## config.mk

```make
export PLATFORM = sky130hd
export DESIGN_NAME = shift_in4
export DESIGN_NICKNAME = d
export VERILOG_FILES = /design/src/rtl/shift_in4.sv
export SDC_FILE = /design/constraint.sdc
export NUM_CORES = 1
export LEC_CHECK = 0
export ABC_AREA = 1
export CORE_AREA = 5 5 42 44
export DETAILED_ROUTE_END_ITERATION = 7
export DIE_AREA = 0 0 47 49
export SLEW_MARGIN = 10
export SYNTH_ARGS = -nofsm -noshare
export SYNTH_HDL_FRONTEND = slang
export SYNTH_SLANG_ARGS = --single-unit
```

## constraint.sdc

```tcl
create_clock -name clk -period 1.3 [get_ports clk]
set_input_delay 0.13 -clock clk [delete_from_list [all_inputs] [get_ports clk]]
set_output_delay 0.13 -clock clk [all_outputs]
set_load 0.02 [all_outputs]
```

## src/rtl/shift_in4.sv

```systemverilog
// 4-bit serial-in/parallel-out shift register with a modulo-4 frame counter
// and a one-cycle valid strobe marking each completed nibble.

module dffe (
  input  logic clk,
  input  logic en,
  input  logic d,
  output logic q
);

  // Edge-captured storage bit, updated only when enabled
  always_ff @(posedge clk) begin
    if (en) begin
      q <= d;
    end else begin
      q <= q;
    end
  end

endmodule

module shift_in4 (
  input  logic       clk,
  input  logic       reset,
  input  logic       dIn,
  input  logic       shiftEn,
  output logic [3:0] q,
  output logic       valid,
  output logic [1:0] count
);

  typedef enum logic [1:0] {
    S0 = 2'd0,
    S1 = 2'd1,
    S2 = 2'd2,
    S3 = 2'd3
  } frameState_e;

  frameState_e stateR;
  frameState_e stateNextS;
  logic        validNextS;
  logic [3:0]  qDS;
  logic        qEnS;

  // Reset is folded into the storage bits' data/enable so it stays synchronous
  assign qEnS = reset | shiftEn;
  assign qDS  = reset ? 4'b0000 : {q[2:0], dIn};

  genvar i;
  generate
    for (i = 0; i < 4; i = i + 1) begin : gBit
      dffe uBit (
        .clk (clk),
        .en  (qEnS),
        .d   (qDS[i]),
        .q   (q[i])
      );
    end
  endgenerate

  // Frame counter next state; the S3 -> S0 step completes a frame
  always_comb begin
    stateNextS = stateR;
    validNextS = 1'b0;
    if (shiftEn) begin
      case (stateR)
        S0: begin
          stateNextS = S1;
          validNextS = 1'b0;
        end
        S1: begin
          stateNextS = S2;
          validNextS = 1'b0;
        end
        S2: begin
          stateNextS = S3;
          validNextS = 1'b0;
        end
        S3: begin
          stateNextS = S0;
          validNextS = 1'b1;
        end
        default: begin
          stateNextS = S0;
          validNextS = 1'b0;
        end
      endcase
    end else begin
      stateNextS = stateR;
      validNextS = 1'b0;
    end
  end

  // Counter state and strobe registers with synchronous reset
  always_ff @(posedge clk) begin
    if (reset) begin
      stateR <= S0;
      valid  <= 1'b0;
    end else begin
      stateR <= stateNextS;
      valid  <= validNextS;
    end
  end

  assign count = stateR;

endmodule

```

### After elaboration in Yosys (flattened, before gate mapping)

Index checks and enable logic that the tools add are counted.

* logic and storage cells: 16
* input port bits: 4
* output and inout port bits: 7
* flip-flop bits (word level): 7

* muxes and demuxes: 2
* reductions and logical operators: 3
* bitwise gates (word level): 2
* eq/ne operators: 3

Operators with widths (count)
* $pmux W2 S4: 1
* $eq A2 B2 Y1 const B: 2
* $reduce_or A3 Y1: 1
* $eq A2 B1 Y1 const B: 1
* $logic_not A2 Y1: 1
* $pmux W1 S2: 1
* $reduce_or A2 Y1: 1
* $not A1 Y1: 1
* $or A1 B1 Y1: 1

### Depth between registers and ports, before layout

* word-level depth: 3
* gate-level depth with buffers: 6
* mapped depth without buffers: 6

### Cells and area by module

Synthesis repeated with hierarchy kept, for this count alone.

* cells, all modules: 34
* area total of the unflattened synthesis: 314.1 µm²

By module, submodules not included
* shift_in4: cells an instance 30, area each 193.9 µm², sequential area each 60.1 µm², times used 1
* dffe: cells an instance 1, area each 30.0 µm², sequential area each 30.0 µm², times used 4

### Worst setup path after synthesis

OpenSTA, ideal clock, no wires.

* kind: reg-to-reg
* from: register stateR[0], in the netlist count[0]
* to: register stateR[1], in the netlist count[1]
* arrival time: 0.952 ns
* path slack: 0.234 ns
* clock period less this slack: 1.066 ns
* required time: 1.186 ns
* setup time: 0.114 ns
* cell stages (with the launch flop): 5
* path buffers: 0
* cell sequence: dfxtp_1 -> inv_1 -> ha_1 -> nand3_1 -> nand2_1

* word-level cells in the longest chain between the ends: 2
* elaborated cells between the ends (all ways): 5
* those cells by class: 3 x eq/ne; 1 x mux; 1 x reduce/logical

RTL lines
* start, declared: line 39 `frameState_e stateR;`
* start signal, assigned: line 100 `stateR <= stateNextS;`
* $eq A2 B2 Y1, or another cell as far along: line 66 `case (stateR)`
* $pmux W2 S4 (*): line 66

Mark *: on every way between the ends. The rest lies on a longest branch, timed or not.
A chain may end at the register's enable or synchronous reset.

### Worst setup path in the final report

* from: register stateR[1], in the netlist count[1]
* to: output port count[1]

RTL lines
* end, declared: line 29 `output logic [1:0] count`

No word-level cell between the ends.

==> out/results.txt <==
GRT Resource Usage Total = 6.246%
WL met3 = 54 microns
DP HPWL = 411.8 microns
Synthesized area per cell = 9.055 sq um
Share of layout cells above drive strength 1 = 10.20%
WL met1 = 242 microns
Worst path required time = 1.17 ns
Top routing layer in use = met4
Hold WC Path Type = primary input to register
Final WL = 543 microns
Root buf cell = clkbuf_4
Chip height = 49 microns
Metal2 WL = 223 microns
Die area = 2303 sq um
Post-layout min period = 1.131 ns
Endpoint class of the critical path = output pin
Worst path slowest cell = dfxtp_1
Final ANT Viol Nets = 0
Cts bufs inserted = 3
Critical path class = register to output pin
Vias in the first global route = 231
Wire length per cell = 8.354 microns
Core Box Area = 1401 sq um
DRC errors left = 0
Detailed Routing Iterations Pass 1 = 2
Pin count of the biggest net entering global routing = 6
Leading cell type in the layout, fill and taps excluded = inv_1
Final hold vios = 0
Row count = 14
Startpoint types = register
Nets@finish = 57
Buf/Inv on CP = 1
Total grt overflow = 0
H-tree depth = 1
Post-CTS setup buffer count = 0
Clock tree buffer depth = 2
Port buffer count = 10
Synth top area share = 34.91%
Cells after synthesis = 38
Synthesized area = 344.1 sq um
Starting Density = 24.55%
Peak VDD IR = 0.3776 mV
Initial antenna violation count = 0
Synth warn = 0
Crit path cell chain = dlygate4sd2_1
Final Non-Filler Cells = 65
Final setup vio count = 0
Max-cap violations = 0
Worst path top cell family by delay = flip-flops
Cell area after layout = 459.2 sq um
CP peak stage delay = 0.39 ns
Hold_sp = shiftEn
Reg2reg start = count[0]$_SDFFE_PP0P_
GPL Wtd Cong = 0.6566
DR vias/cell = 3.708
Total negative slack = 0 ns
Status = completed
Area leader, netlist = edfxtp_1
Relative slew slack = 86.07%
Crit Path Max Fanout = 5
Horiz. Die Dim = 47 microns
Fmax = 884.4 MHz
RSZ-0062 raised after global routing = no
Antenna diode count = 0
# IOs = 11
Clock slew seen by the registers of the worst setup and hold paths = 0.05 ns
Clock Sinks = 7
Most frequent cells in the layout = inv_1, dlygate4sd2_1, nand2_1, nor2_1, edfxtp_1
Post-Place Cells = 61
Worst-Margin Slew = 0.2098 ns
Vias = 241
Synth Register Bits = 7
Final period util = 86.98%
Pleak = 0.0002469 uW
CTS tree = yes
Syn Nets = 45
Critical path data arrival time = 1.00 ns
First-pass GRT wire length = 903 microns
Critical Path Start = count[1]$_SDFFE_PP0P_
Yosys cell types = 10
Skew final = 0.003231 ns
Slew Viols, Final = 0
Initial DRC Count = 3
Area post-placement = 441.7 sq um
Area Growth Syn to Fin = 33.45%
Pwr Density = 1208 nW/um^2
Clock latency on the worst-skew pair = 0.25 ns
Post-synthesis sequential area ratio = 52.36%
Area contributors post-synth = edfxtp_1, dfxtp_1, ha_1
==> path summary, 6_finish.rpt <==
kind                                end  cells after the start  slack, ns
hold / removal    count[1]$_SDFFE_PP0P_                      3       0.50
setup reg to reg  count[1]$_SDFFE_PP0P_                      4       0.30
setup / recovery               count[1]                      1       0.17
hold reg to reg   count[1]$_SDFFE_PP0P_                      2       0.52
==> metrics by stage <==
step | total power (uW) | hold WS, ns | setup WS [ns] | utilization (%)
finish | 554.5 | 0.4965 | 0.1693 | 32.77
CTS | 573.3 | 0.4835 | 0.1435 | 32.77
global route | 595.5 | 0.5129 | 0.1026 | 32.77
floorplan | 329.8 | 0.2684 | 0.2338 | -
global placement | 369.4 | 0.5171 | 0.1454 | 31.52
detailed placement | 371.0 | 0.5175 | 0.1240 | 31.52
==> timing repair <==
action / 4_1_cts / 5_1_grt
hold buffers: 0 / 0
hold endpoints to repair: 0 / 0
endpoints found under the setup margin: 7 / 0
resized for setup: 7 / 0
==> registers in the layout, summed over array words and instances (netlist names) <==
name and flops:
count 2, gBit.uBit.q 4, valid 1
==> report_power, final <==
part / total [uW] / internal (uW) / switching [uW]
Sequential: 263 / 252 / 11.0
Clock: 202 / 117 / 84.7
Combinational: 89.2 / 37.8 / 51.4
==> logic make-up (layout without fill, tap and decap cells) <==
kind of cell	after synthesis	after routing	synth area share [%]
simple gates	14	14	17.09
fa+ha+maj	3	3	10.91
flops	7	7	52.37
buf+inv	14	25	19.63
==> cells in the mapped netlist <==
cell	instances
inv_1	9
nor2_1	5
edfxtp_1	4
nand3_1	3
and3_1	1
ha_1	3
dfxtp_1	3
buf_4	4
inv_2	1
nand2_1	5
==> cell type report <==
cell class              instances  area [sq um]
fillers                       155         942.2
flip-flops and latches          7         180.2
repair buffers                 11         98.84
multi-input cells              17         96.34
inverters                      10         37.54
clock buffers                   4         26.28
well taps                      16         20.02
==> routing by layer <==
| metal | GRT usage, % | vias up |
|---|---|---|
| met2 | 7.240 | 11 |
| met4 | 6.912 | 0 |
| met5 | 0 | - |
| met3 | 4.428 | 2 |
| met1 | 6.532 | 98 |
| li1 | - | 130 |
Power figures use the tool's default switching activity.
